<file path="config.mk">
export PLATFORM = sky130hd
export DESIGN_NAME = pipe4_datapath_p
export DESIGN_NICKNAME = d
export VERILOG_FILES = /design/src/rtl/pipe4_datapath_p.sv
export SDC_FILE = /design/constraint.sdc
export NUM_CORES = 1
export LEC_CHECK = 0
export BUFFER_PORTS_ARGS = -buffer_cell sky130_fd_sc_hd__clkbuf_2
export CAP_MARGIN = 20
export CORE_UTILIZATION = 40
export DETAILED_ROUTE_END_ITERATION = 6
export HOLD_SLACK_MARGIN = 0.03
export PLACE_DENSITY_LB_ADDON = 0.12
export SYNTH_ARGS = -nofsm -noshare
export SYNTH_HDL_FRONTEND = slang
export SYNTH_SLANG_ARGS = --single-unit
</file>
<file path="constraint.sdc">
create_clock -name clk -period 6.2 [get_ports clk]
set_input_delay 0 -clock clk [delete_from_list [all_inputs] [get_ports clk]]
set_output_delay 0 -clock clk [all_outputs]
set_load 0.02 [all_outputs]
</file>
<file path="src/rtl/pipe4_datapath_p.sv">
// pipe4_datapath_p: single-clock 4-stage pipeline (operand read, ALU,
// register writeback, memory write) with valid/ready issue, global hold,
// bubbles and RAW forwarding from the ALU output and the S2 result.
module pipe4_datapath_p #(
    parameter int DW   = 16,
    parameter int NREG = 16,
    parameter int RAW  = 4,
    parameter int AW   = 8
) (
    input  logic          clk,
    input  logic          rst_n,
    input  logic          in_valid,
    output logic          in_ready,
    input  logic [3:0]    func,
    input  logic [RAW-1:0] rs1,
    input  logic [RAW-1:0] rs2,
    input  logic [RAW-1:0] rd,
    input  logic [AW-1:0] addr,
    input  logic          hold,
    output logic [DW-1:0] z,
    output logic          z_valid,
    output logic          mem_we,
    output logic [AW-1:0] mem_waddr,
    output logic [DW-1:0] mem_wdata,
    output logic          illegal_op
);

    typedef struct packed {
        logic [3:0]     func;
        logic [RAW-1:0] rd;
        logic [AW-1:0]  addr;
        logic [DW-1:0]  a;
        logic [DW-1:0]  b;
    } s1_t;

    localparam int STAGES = 3;

    logic [DW-1:0] regbank [NREG];
    logic [DW-1:0] mem     [2**AW];

    // vld_pipe[1] = S1, [2] = S2 (z), [3] = S3 (memory write pending)
    logic [STAGES:1] vld_pipe;
    s1_t             s1;
    logic [RAW-1:0]  s2_rd;
    logic [AW-1:0]   s2_addr;
    logic [DW-1:0]   s3_res;
    logic [AW-1:0]   s3_addr;

    logic            issue;
    logic [DW-1:0]   alu_y;
    logic [DW-1:0]   opa, opb;

    assign in_ready = !hold;
    assign issue    = in_valid && !hold;

    // ALU on S1 contents; opcodes 12-15 produce 0
    always_comb begin
        alu_y = '0;
        case (s1.func)
            4'd0:    alu_y = s1.a + s1.b;
            4'd1:    alu_y = s1.a - s1.b;
            4'd2:    alu_y = s1.a * s1.b;
            4'd3:    alu_y = s1.a;
            4'd4:    alu_y = s1.b;
            4'd5:    alu_y = s1.a & s1.b;
            4'd6:    alu_y = s1.a | s1.b;
            4'd7:    alu_y = s1.a ^ s1.b;
            4'd8:    alu_y = ~s1.a;
            4'd9:    alu_y = ~s1.b;
            4'd10:   alu_y = s1.a >> 1;
            4'd11:   alu_y = s1.a << 1;
            default: alu_y = '0;
        endcase
    end

    // Operand read: newest in-flight producer wins; S3 already landed in regbank
    always_comb begin
        opa = regbank[rs1];
        opb = regbank[rs2];
        if (vld_pipe[1] && s1.rd == rs1)      opa = alu_y;
        else if (vld_pipe[2] && s2_rd == rs1) opa = z;
        if (vld_pipe[1] && s1.rd == rs2)      opb = alu_y;
        else if (vld_pipe[2] && s2_rd == rs2) opb = z;
    end

    // Stage registers and valid shift; everything freezes under hold
    always_ff @(posedge clk or negedge rst_n) begin
        if (!rst_n) begin
            vld_pipe <= '0;
            s1       <= '0;
            z        <= '0;
            s2_rd    <= '0;
            s2_addr  <= '0;
            s3_res   <= '0;
            s3_addr  <= '0;
        end else if (!hold) begin
            vld_pipe <= {vld_pipe[STAGES-1:1], issue};
            if (issue) begin
                s1.func <= func;
                s1.rd   <= rd;
                s1.addr <= addr;
                s1.a    <= opa;
                s1.b    <= opb;
            end
            z       <= alu_y;
            s2_rd   <= s1.rd;
            s2_addr <= s1.addr;
            s3_res  <= z;
            s3_addr <= s2_addr;
        end
    end

    // Sticky illegal-opcode flag, set when an opcode 12-15 is issued
    always_ff @(posedge clk or negedge rst_n) begin
        if (!rst_n)                      illegal_op <= 1'b0;
        else if (issue && func[3] && func[2]) illegal_op <= 1'b1;
    end

    // Register writeback from S2; arrays are intentionally not reset
    always_ff @(posedge clk) begin
        if (!hold && vld_pipe[2]) regbank[s2_rd] <= z;
    end

    // Memory write from S3
    always_ff @(posedge clk) begin
        if (!hold && vld_pipe[3]) mem[s3_addr] <= s3_res;
    end

    assign z_valid   = vld_pipe[2];
    assign mem_we    = vld_pipe[3];
    assign mem_waddr = s3_addr;
    assign mem_wdata = s3_res;

endmodule

</file>
Word level (Yosys, flattened, before mapping):

Memory sizes are Yosys's and may differ from the RTL's.
Index checks and enable logic that the tools add are counted.

* bits of input ports: 28
* bits in writable memories: 256
* output and inout bits: 44
* register bits after elaboration: 104
* memories: 1
* word-level logic and storage cells: 55

* $mul: 1
* equality and inequality tests: 15
* multiplexer cells: 7
* bitwise operators: 6
* add/sub/neg operators: 2
* reduce and logical (&&, ||, !) cells: 11

Memories
* regbank: depth 16, bits a word 16, read ports 2, clocked after Yosys merged registers in 0, write ports 1, RTL line 38 `logic [DW-1:0] regbank [NREG];`

Operator list (count)
* one-hot mux 16 bit (12 select lines): 1
* two-way mux 16 bit: 4
* inverter 16 bit: 2
* adder 16 bit: 1
* AND 16 bit: 1
* == test 4 x 3 -> 1 bit, second input constant: 4
* == test 4 bit: 4
* == test 4 bit, second input constant: 4
* multiplier 16 x 16 -> 16 bit: 1
* bitwise OR 16 bit: 1
* subtractor 16 bit: 1
* XOR 16 bit: 1
* == test 4 x 2 -> 1 bit, second input constant: 2
* logical AND 1 bit: 8
* == test 4 x 1 -> 1 bit, second input constant: 1
* zero test 4 bit: 1
* two-way mux 1 bit: 2
* AND reduction 2 bit: 1
* zero test 1 bit: 1
* inverter 1 bit: 1

Logic depth before layout (Yosys ltp):

* depth after elaboration: 4
* gate-level depth with buffers: 24
* depth with buffers taken out: 22

Worst setup path after synthesis:

No wires, ideal clock.

* path type: reg-to-reg
* start point: register s1[2] in the netlist's numbering
* end point: register s1[15] in the netlist's numbering
* cell stages (with the launch flop): 22
* setup time: 0.121 ns
* clock period less this slack: 5.691 ns
* path buffers: 1
* data required time: 6.079 ns
* arrival time: 5.570 ns
* setup slack: 0.509 ns
* cells stage by stage: dfrtp_1 -> buf_1 -> clkinv_1 -> nor2_1 -> fa_1 -> inv_1 -> fa_1 -> inv_1 -> fa_1 -> fa_1 -> inv_1 -> fa_1 -> fa_1 -> xor2_1 -> xnor2_1 -> xnor2_1 -> xnor2_1 -> xnor3_1 -> xnor2_1 -> a211oi_2 -> nand2_1 -> a22o_1

* word-level cells in the longest chain between the ends: 3
* elaborated cells between the ends (all ways): 5
* classes of those cells: add/sub (2); mul (1); mux (2)

RTL lines
* from (decl): RTL line 43 `s1_t s1;`
* multiplier 16 x 16 -> 16 bit, or another cell as far along: RTL line 62 `4'd2: alu_y = s1.a * s1.b;`
* one-hot mux 16 bit (12 select lines) *: RTL line 59 `case (s1.func)`
* two-way mux 16 bit *: RTL line 82 `if (vld_pipe[1] && s1.rd == rs2) opb = alu_y;`

Every way passes the cells marked *; elsewhere a longest branch is shown, timed or not.
A chain may end at the register's enable or synchronous reset.

Worst setup path after layout:

* start point: register s1[25] in the netlist's numbering
* end point: register s1[31] in the netlist's numbering

* word-level cells in the longest chain between the ends: 3
* elaborated cells between the ends (all ways): 5
* classes of those cells: add/sub (2); mul (1); mux (2)

RTL lines
* multiplier 16 x 16 -> 16 bit, or another cell as far along: RTL line 62
* one-hot mux 16 bit (12 select lines) *: RTL line 59
* two-way mux 16 bit *: RTL line 80 `if (vld_pipe[1] && s1.rd == rs1) opa = alu_y;`

Marked as above.

==> metrics.txt <==
outcome finished clean; filler cell count 5,116; leading cell type in the layout, fill and taps excluded edfxtp_1; leakage 0.009804 uW; mux cell area share after synthesis 21.02%; compound-cell area share of the yosys netlist 6.374%; buffer depth of the longest clock path 3; count of buffer and inverter cells on the critical path 4; adder-cell share of the synthesized area 12.45%; post-layout min period 5.945 ns; RD Place Congestion 0.9313; worst clock skew on the final layout 0.02690 ns; syn_nets 1,959; combinational family with the most area after synthesis multiplexers; Slew @ Worst Pin 1.016 ns; count of mapped cells out of synthesis 1,753; area of the core 56,280 um2; Total Die Area 57,880 um2; TritonCTS clock tree built; number of failing setup endpoints in the final timing report 0; first-pass GRT wire length 100.2 mm; startpoint of the most critical hold path addr[7]; Worst Hold Slack 0.2094 ns; area of the multi-input gates 11,500 um2; total number of clock tree sinks 360; data arrival time of the critical path 6.44 ns; register-to-register path setup slack 0.25 ns; Hold Violations, Final 0; Slew HR 31.88%; critical path's largest stage delay 0.57 ns; Cells after DPL 2,542; number of buffers inserted by port buffering 71; library cell used as clock root buffer clkbuf_16; worst path setup slack after routing 0.2545 ns; largest net degree at the start of global routing 72; number of nets with antenna violations after routing 0; Die W 240.6 um; total power divided by cell area 444.2 nW/um2; clock network latency to the later pin of the worst-skew pair 0.57 ns; reg-to-reg critical path endpoint s1[31]; antenna violations before repair 0; final setup TNS 0 ns; WL per Instance 25.07 um; Final Core Density 46.15%; routed via count 14.86k; number of non-filler instances in the completed layout 2,650; cell repeated most along the worst path fa_1; commonest non-fill, non-tap cells in the layout edfxtp_1 (256), nand2_1 (160), mux4_2 (160); source of the worst register-to-register timing path s1[25]; TritonCTS buffer count 41; Detailed Place HPWL 45.94 mm; aggregate global-route resource usage 23.61%; Top delay family on crit path adder cells; initial drt markers 1,007; Cell Chain, Critical Path inv_1, nor2_1, fa_1, inv_1, fa_1, inv_1, fa_1, fa_1, inv_1, fa_1, fa_1, xor2_1, xnor2_1, xnor2_1, xnor2_1, xnor3_1, xnor2_1, a211oi_2, mux2_2, o21ai_2; Post-layout nets 2,068; setup repair after global routing missed its margin false; area growth from synthesis to layout 14.05%; global-route congestion overflow total 0; area fraction in and, or, nand and nor cells after synthesis 7.105%; number of optimization iterations in the first detailed-route pass 5; syn avg cell area 12.99 um2; proportion of layout cells with a drive suffix above 1 26.20%; Die H 240.6 um; worst hold stages 3; hold worst-path end s1[39]; H-tree depth reported by CTS 2; number of flops mapped to enable cells by yosys 256; number of distinct library cells after synthesis 73; dominant register cell in the synthesized netlist edfxtp_1; final period utilization 95.89%; category of the worst setup path launch point register; starting density of the core 40.46%; proportion of synthesized chip area in sequential cells 45.19%; Max-cap violations 0; critical path peak fanout 7; Critical Path Sink Type register; slowest cell on the critical path fa_1; average via count per standard cell 5.608; WS Path Type reg2reg; worst voltage drop across the vdd grid 0.7101 mV; final wirelength 66.43 mm; asr flop ratio synth 28.89%; synthesized area 22,770 um2; vias in the first global route 15.52k; pre-CTS setup slack 0.1880 ns; FF+latch count, synth 360; Worst Reg-to-Reg Cells 20; FF+latch area 10,290 um2; worst hold path class in2reg; Final Max Tran Viols 0; fraction of synthesized cell area in xor and xnor cells 3.094%; Max Clock Freq 168.2 MHz; Yosys warning count 0; Worst Path Required 6.69 ns; clock-pin slew on the worst setup and hold paths 0.06 ns; remaining design rule violation count 0; Cell Rows 87; I/O pins 72
power by group:
part	leakage [uW]	total [uW]	switching, uW	internal [uW]
combinational	0.00562	5560	3310	2250
sequential	0.00353	3500	478	3020
clock	0.000660	2470	1010	1460
registers in the layout (all words and copies together), names as in the netlist:
signal / cells
regbank: 256
s1: 48
mem_wdata: 16
z: 16
mem_waddr: 8
s2_addr: 8
s2_rd: 4
vld_pipe: 3
illegal_op: 1
stage by stage:
step	cell area, um2	total power (uW)
3_5_place_dp	24270	9026
3_3_place_gp	24260	8993
2_1_floorplan	22770	7208
5_1_grt	25970	12340
6_report	25970	11540
4_1_cts	25930	11570
worst max-delay path by stage:
stage	start	endpoint	slack [ns]	depth (start not counted)
3_5_place_dp	s1[23]	s1[28]	0.19	22
6_report	s1[25]	s1[31]	0.25	20
2_1_floorplan	s1[2]	s1[15]	0.51	21
3_3_place_gp	s1[23]	s1[28]	0.20	22
5_1_grt	s1[23]	s1[28]	0.004	22
4_1_cts	s1[23]	s1[28]	0.21	22
cell usage after synthesis, types with 10 or more instances:
cell	n	area [um2]
edfxtp_1	256	7687
nand2_1	161	604.3
mux4_2	160	3603
inv_1	148	555.5
nor2_1	137	514.2
dfrtp_1	104	2603
ha_1	97	1214
mux2_2	82	923.4
fa_1	81	1622
o21ai_0	70	350.3
clkbuf_1	69	259.0
a21oi_1	58	290.3
xnor2_1	53	464.2
buf_2	27	135.1
mux2i_1	26	260.3
xor2_1	23	201.4
nor3_1	15	75.07
a221oi_1	14	122.6
a22oi_1	14	105.1
buf_1	12	45.04
nand3_1	10	50.05
worst min-delay path: stages:
cell and delay (ns):
dlygate4sd3_1 0.52, clkbuf_2 0.09, mux2_2 0.13
timing repair:
action | CTS | global route
endpoints found under the setup margin | 0 | 11
hold endpoints to repair | 72 | 0
gates resized for setup | 0 | 8
setup buffers | 0 | 3
hold buffers | 30 | 0
logic make-up (layout without fill, tap and decap cells):
family                   after synthesis  in the layout
AND/OR/NAND/NOR                      373            373
flip-flops                           360            360
buffers and inverters                270            410
multiplexers                         268            268
AO/OA/AOI/OAI                        226            226
adder cells (fa/ha/maj)              178            178
XOR/XNOR                              78             78
other                                  0              1
layer usage:
| layer | routed length, um | vias to the layer above | part of all wire [%] | GRT usage [%] |
|---|---|---|---|---|
| met5 | 0 | - | 0 | 0 |
| met1 | 28510 | 7725 | 43 | 31.49 |
| li1 | - | 6652 | - | - |
| met4 | 1754 | 0 | 2.6 | 6.833 |
| met2 | 33460 | 376 | 50 | 40.53 |
| met3 | 2698 | 107 | 4.1 | 2.768 |
layout make-up:
| class | count | share of cell area [%] |
|---|---|---|
| tap | 756 | 3.642 |
| multi-input combinational | 1123 | 44.30 |
| sequential | 360 | 39.64 |
| timing repair buffer | 181 | 4.876 |
| clock buffer | 52 | 4.187 |
| clock inverter | 22 | 1.074 |
| antenna | 1 | 0.009636 |
| inverter | 155 | 2.269 |
Note: power is estimated with default switching activity, not from simulation.
